## config.mk

```make
export PLATFORM = sky130hd
export DESIGN_NAME = up_down_counter_param
export DESIGN_NICKNAME = d
export VERILOG_FILES = /design/src/rtl/up_down_counter_param.sv
export SDC_FILE = /design/constraint.sdc
export NUM_CORES = 1
export LEC_CHECK = 0
export BUFFER_PORTS_ARGS = -buffer_cell sky130_fd_sc_hd__buf_2
export CAP_MARGIN = 20
export CORE_MARGIN = 2
export CORE_UTILIZATION = 47
export CTS_CLUSTER_SIZE = 10
export DETAILED_ROUTE_END_ITERATION = 10
export GPL_TIMING_DRIVEN = 0
export PLACE_DENSITY = 0.86
export SLEW_MARGIN = 20
export SYNTH_ARGS = -nofsm -noshare
export SYNTH_HDL_FRONTEND = slang
export SYNTH_SLANG_ARGS = --single-unit
export TNS_END_PERCENT = 10
```

## constraint.sdc

```tcl
create_clock -name clk_i -period 1.9 [get_ports clk_i]
set_input_delay 0.285 -clock clk_i [delete_from_list [all_inputs] [get_ports clk_i]]
set_output_delay 0.285 -clock clk_i [all_outputs]
set_load 0.01 [all_outputs]
```

## src/rtl/up_down_counter_param.sv

```systemverilog
// Up/down counter with programmable modulus, sync load/clear, and a free-run / one-shot FSM.
// Optional step prescaler is built only when COUNTER_PRESCALE_EN is defined.
module up_down_counter_param #(
    parameter int unsigned WIDTH     = 8,
    parameter int unsigned MAX_VAL   = (2 ** WIDTH) - 1,
    parameter int unsigned RESET_VAL = 0,
    parameter int unsigned PRESCALE  = 4
) (
    input  logic             clk_i,
    input  logic             reset_i,
    input  logic             en_i,
    input  logic             up_dn_i,
    input  logic             clear_i,
    input  logic             load_i,
    input  logic [WIDTH-1:0] load_val_i,
    input  logic             one_shot_i,
    input  logic             start_i,
    output logic [WIDTH-1:0] count_o,
    output logic             tc_o,
    output logic             running_o,
    output logic             done_o
);

    if (WIDTH < 2 || MAX_VAL > (2 ** WIDTH) - 1 || RESET_VAL > MAX_VAL || PRESCALE < 1) begin : g_bad_params
        $error("up_down_counter_param: illegal parameter combination");
    end

    localparam logic [WIDTH-1:0] MAX_C = WIDTH'(MAX_VAL);
    localparam logic [WIDTH-1:0] RST_C = WIDTH'(RESET_VAL);

    typedef enum logic [1:0] {
        ST_IDLE = 2'd0,
        ST_RUN  = 2'd1,
        ST_DONE = 2'd2
    } state_e;

    state_e           state_q, state_d;
    logic [WIDTH-1:0] count_q, count_d;
    logic             tc_q, tc_d;
    logic             running_q, done_q;
    logic             step_c;

`ifdef COUNTER_PRESCALE_EN
    localparam int unsigned PW = (PRESCALE > 1) ? $clog2(PRESCALE) : 1;
    localparam logic [PW-1:0] PRESC_LAST = PW'(PRESCALE - 1);

    logic [PW-1:0] presc_q, presc_d;

    // Phase counter: only advances on enabled RUN cycles, restarts on any disturbance
    always_comb begin
        presc_d = presc_q;
        step_c  = 1'b0;
        if (clear_i || load_i || state_q != ST_RUN) begin
            presc_d = '0;
        end else if (en_i) begin
            if (presc_q == PRESC_LAST) begin
                step_c  = 1'b1;
                presc_d = '0;
            end else begin
                presc_d = presc_q + PW'(1);
            end
        end
    end

    always_ff @(posedge clk_i or posedge reset_i) begin
        if (reset_i) begin
            presc_q <= '0;
        end else begin
            presc_q <= presc_d;
        end
    end
`else
    always_comb begin
        step_c = en_i && (state_q == ST_RUN);
    end
`endif

    // Next state / count: clear > load > start > step
    always_comb begin
        state_d = state_q;
        count_d = count_q;
        tc_d    = 1'b0;
        if (clear_i) begin
            count_d = RST_C;
            state_d = ST_IDLE;
        end else if (load_i) begin
            count_d = (load_val_i > MAX_C) ? MAX_C : load_val_i;
        end else if (start_i && state_q != ST_RUN) begin
            state_d = ST_RUN;
            if (state_q == ST_DONE) begin
                count_d = up_dn_i ? '0 : MAX_C;
            end
        end else if (step_c) begin
            if (up_dn_i ? (count_q == MAX_C) : (count_q == '0)) begin
                tc_d = 1'b1;
                if (one_shot_i) begin
                    state_d = ST_DONE;
                end else begin
                    count_d = up_dn_i ? '0 : MAX_C;
                end
            end else begin
                count_d = up_dn_i ? (count_q + WIDTH'(1)) : (count_q - WIDTH'(1));
            end
        end
    end

    always_ff @(posedge clk_i or posedge reset_i) begin
        if (reset_i) begin
            state_q   <= ST_IDLE;
            count_q   <= RST_C;
            tc_q      <= 1'b0;
            running_q <= 1'b0;
            done_q    <= 1'b0;
        end else begin
            state_q   <= state_d;
            count_q   <= count_d;
            tc_q      <= tc_d;
            running_q <= (state_d == ST_RUN);
            done_q    <= (state_d == ST_DONE);
        end
    end

    assign count_o   = count_q;
    assign tc_o      = tc_q;
    assign running_o = running_q;
    assign done_o    = done_q;

endmodule

```

* After elaboration in Yosys (flattened, before gate mapping) *
Index checks and enable logic that the tools add are counted.

storage, ports and cells
  register bits after elaboration = 13
  input port bits = 16
  output and inout port bits = 11
  logic and storage cells = 43

operators by class
  add/subtract/negate cells = 2
  $lt $le $gt $ge = 1
  equal/unequal tests = 8
  multiplexer cells = 22
  reduce and logical (&&, ||, !) cells = 5

operator list
  cell                                                                      number
  8-bit two-way mux                                                         10
  2-bit two-way mux                                                         6
  8-bit by 1-bit adder with 8-bit output (second input constant)            1
  8-bit equality test (second input constant)                               1
  8-bit greater-than comparator (second input constant)                     1
  8-bit zero test                                                           1
  8-bit by 1-bit subtractor with 8-bit output (second input constant)       1
  1-bit two-way mux                                                         6
  5-bit inequality test (second input constant)                             1
  2-bit by 1-bit equality test with 1-bit output (second input constant)    2
  2-bit equality test (second input constant)                               2
  4-bit by 3-bit inequality test with 1-bit output (second input constant)  1
  4-bit nonzero test                                                        1
  3-bit AND reduction                                                       1
  1-bit logical AND                                                         2
  2-bit by 1-bit inequality test with 1-bit output (second input constant)  1

* Depth between registers and ports, before layout *
  word-level depth = 8
  depth in mapped cells = 8
  depth with buffers taken out = 8

* Least setup slack after synthesis *
OpenSTA, ideal clock, no wires.

  kind = reg-to-reg
  start = reg count_q[1] (netlist: count_o[1])
  end = reg count_q[7] (netlist: count_o[7])
  setup time = 0.140 ns
  arrival = 1.875 ns
  data required time = 1.760 ns
  setup slack = -0.115 ns
  stages on the path, launching flop included = 7
  buffers on the path = 0
  period minus slack after synthesis = 2.015 ns
  path through = dfrtp_1 > nand4_1 > or4_4 > a221o_1 > and3_2 > o311ai_1 > a211oi_1

between the ends
  word-level cells in the longest chain between the ends = 7
  elaborated cells between the ends (all ways) = 13
  classes of those cells = 2 x add/sub; 2 x eq/ne; 7 x mux; 2 x reduce/logical

ends and longest elaborated chain
  what                                                                 RTL line  source
  start, declared                                                      38        logic [WIDTH-1:0] count_q, count_d;
  start signal, assigned                                               116       count_q <= count_d;
  8-bit by 1-bit subtractor with 8-bit output (tied with other cells)  102       count_d = up_dn_i ? (count_q + WIDTH'(1)) : (count_q - WIDTH'(1));
  8-bit two-way mux or 1-bit two-way mux (tied branches)               102, 94
  8-bit two-way mux                                                    94        if (up_dn_i ? (count_q == MAX_C) : (count_q == '0)) begin
  8-bit two-way mux                                                    93        end else if (step_c) begin
  8-bit two-way mux                                                    88        end else if (start_i && state_q != ST_RUN) begin
  8-bit two-way mux                                                    86        end else if (load_i) begin
  8-bit two-way mux                                                    83        if (clear_i) begin

Parallel ways exist; a longest one is shown, timed or not. The select of a mux whose other input is x is not followed.
A chain may end at the register's enable or synchronous reset.

* Final worst setup path *
  start = reg count_q[3] (netlist: count_o[3])
  end = reg count_q[7] (netlist: count_o[7])

The elaborated chain is that of the path after synthesis.

==> summary.md <==
| Metric | Value |
|---|---|
| Outcome | `finished with violations` |
| Failing checks | `negative setup slack` |
| CP arrival | `2260 ps` |
| N_diodes | `0` |
| Routed vias/inst | `5.89` |
| # Max-Cap Violations | `0` |
| Slew HR | `63.2%` |
| Fin crit share | `110%` |
| Worst Slack Setup Final | `-195 ps` |
| First-pass GRT wire length | `4460 µm` |
| Largest net degree at the start of global routing | `14` |
| Core Util, Final | `62.1%` |
| Post-synth EDFFs | `0` |
| DP HPWL | `2110 µm` |
| Slew Viols, Final | `0` |
| Sink Count | `13` |
| CP Capture Type | `register` |
| Critical path's largest stage delay | `450 ps` |
| Pre-antenna DRT Iters | `4` |
| Hold-fix buffers, CTS | `0` |
| Commonest non-fill, non-tap cell in the layout | `buf_2` |
| Post-Synthesis Cells | `125` |
| Filler Cell Count | `194` |
| Crit path kind | `reg2reg` |
| Deepest clock path buffer count | `2` |
| Min cycle time layout | `2090 ps` |
| Count of cell types in the netlist | `41` |
| Chip width | `51.4 µm` |
| Worst hold slack | `20.3 ps` |
| Root Buffer | `clkbuf_4` |
| Most frequent cells in the layout | `27 x buf_2, 11 x dfrtp_1, 10 x nand2_1` |
| Routability cong. | `0.898` |
| First DRT Iteration DRCs | `54` |
| Average size of a mapped cell | `8.46 µm²` |
| Synth Register Bits | `13` |
| H-Tree Depth | `1` |
| Layout cells sized above 1 | `35.0%` |
| Final Hold Viols | `0` |
| Clock transition at path regs | `90 ps` |
| Final Skew | `9.63 ps` |
| Die Area | `2650 µm²` |
| Area Growth Syn to Fin | `27.5%` |
| Cell Chain, Critical Path | `ha_1, nand3_1, o2111ai_1, o211ai_1, xnor2_1, a2111oi_1, a211oi_2` |
| Nets@finish | `184` |
| Post-synth ARST share | `100%` |
| DRC viols | `0` |
| Routed vias | `1107` |
| ANT nets after route | `0` |
| Power per cell area | `609 nW/µm²` |
| Synthesized cell area | `1060 µm²` |
| Final setup vio count | `8` |
| Worst slew pin tran | `551 ps` |
| Congestion Overflow GR | `0` |
| VDD IR max | `0.000470 V` |
| CP top delay family | `compound AO/OA/AOI/OAI gates` |
| Crit path launch type | `register` |
| Cell row count | `17` |
| Routed WL | `2890 µm` |
| Worst path bufs/invs | `0` |
| DR WL/cell | `15.4 µm` |
| Worst-Skew Late Latency | `290 ps` |
| Area of the core | `2170 µm²` |
| Total track usage | `22.9%` |
| Peak Freq | `0.477 GHz` |
| IO Pins | `27` |
| Syn nets | `148` |
| Vias in the first global route | `973` |
| HP Class | `in2async` |
| Initial Utilization | `48.7%` |
| Yosys Warn Count | `0` |
| Share of the yosys chip area belonging to registers | `30.8%` |
| RSZ-0062 raised after global routing | `yes` |
| Crit path max-delay cell type | `dfrtp_1` |
| Most used DFF post-synth | `dfrtp_1` |
| CP max FO | `5` |
| CP required | `2070 ps` |
| CTS tree | `yes` |
| Die Ht | `51.4 µm` |
| IO Port Bufs | `26` |
| Num CTS Buffers | `3` |
| Pleak | `0.000627 µW` |
| Antenna violations before repair | `0` |
timing repair:
item | in CTS | in global routing
endpoints found under the hold margin | 0 | 0
pin swaps | 4 | 1
buffers inserted | 5 | 0
gates resized for setup | 4 | 7
endpoints found under the setup margin | 8 | 8
synthesized netlist by cell type, types with 2 or more instances:
library cell	instances	area, µm²
dfrtp_1	13	325
inv_1	10	37.5
nand2_1	10	37.5
a21oi_1	9	45.0
nand3_1	8	40.0
ha_1	6	75.1
nor2_1	5	18.8
nor3_1	5	25.0
o21ai_0	5	25.0
a211oi_1	4	30.0
a21boi_0	4	30.0
a31oi_1	3	18.8
nand2b_1	3	18.8
nor2b_1	3	18.8
xnor2_1	3	26.3
and3_1	2	12.5
buf_6	2	22.5
nand4_1	2	12.5
o2111ai_1	2	17.5
o21a_1	2	15.0
o221ai_1	2	17.5
o41ai_1	2	17.5
or3_1	2	12.5
worst paths after layout:
kind / from / to / slack [ps] / depth (start not counted)
min in group clk_i: load_val_i[3] / count_o[3] / 270 / 3
max in group asynchronous: reset_i / count_o[0] / 1490 / 2
setup reg to reg: count_o[3] / count_o[7] / -190 / 7
hold / removal: reset_i / count_o[3] / 20 / 2
setup / recovery: count_o[3] / count_o[7] / -190 / 7
hold reg to reg: state_q[1] / state_q[1] / 590 / 2
logic make-up after synthesis:
family	count (synthesis)	synth area share, %
adder cells (fa/ha/maj)	7	8.99
buffers and inverters	14	6.51
AND/OR/NAND/NOR	44	21.5
flip-flops	13	30.8
XOR/XNOR	4	3.31
AO/OA/AOI/OAI	43	28.9
layout make-up:
class,instances,area [µm²],share of cell area [%]
Sequential cell,13,328,24.3
Inverter,11,41.3,3.06
Clock buffer,4,26.3,1.95
Tap cell,28,35.0,2.60
Timing Repair Buffer,31,168,12.4
Buffer,3,27.5,2.04
Multi-Input combinational cell,98,722,53.6
registers in the layout, indices dropped and copies added (netlist names):
name,flops
count_o,8
state_q,2
done_o,1
running_o,1
tc_o,1
through the flow:
step	cells	power, µW	setup TNS [ps]	instance area (µm²)	setup WS (ps)
after floorplan	125	514	-369	1070	-58.4
after global placement	179	588	-1580	1230	-247
after detailed placement	179	599	-2090	1230	-340
after CTS	188	803	-1060	1320	-158
after global routing	188	866	-2180	1350	-324
final	188	821	-1250	1350	-195
routing by layer:
layer	global-route usage [%]	part of all wire, %	vias up
met3	3.22	6.1	6
met2	35.5	48	48
met1	31.2	44	512
met5	0	0	-
li1	-	-	541
met4	11.0	1.6	0
report_power, final:
group          total (µW)  switching [µW]  internal, µW  leakage [µW]
clock                 186             105          81.7     0.0000150
combinational         314             172           142      0.000442
sequential            321            24.9           296      0.000170
Note: power is estimated with default switching activity, not from simulation.
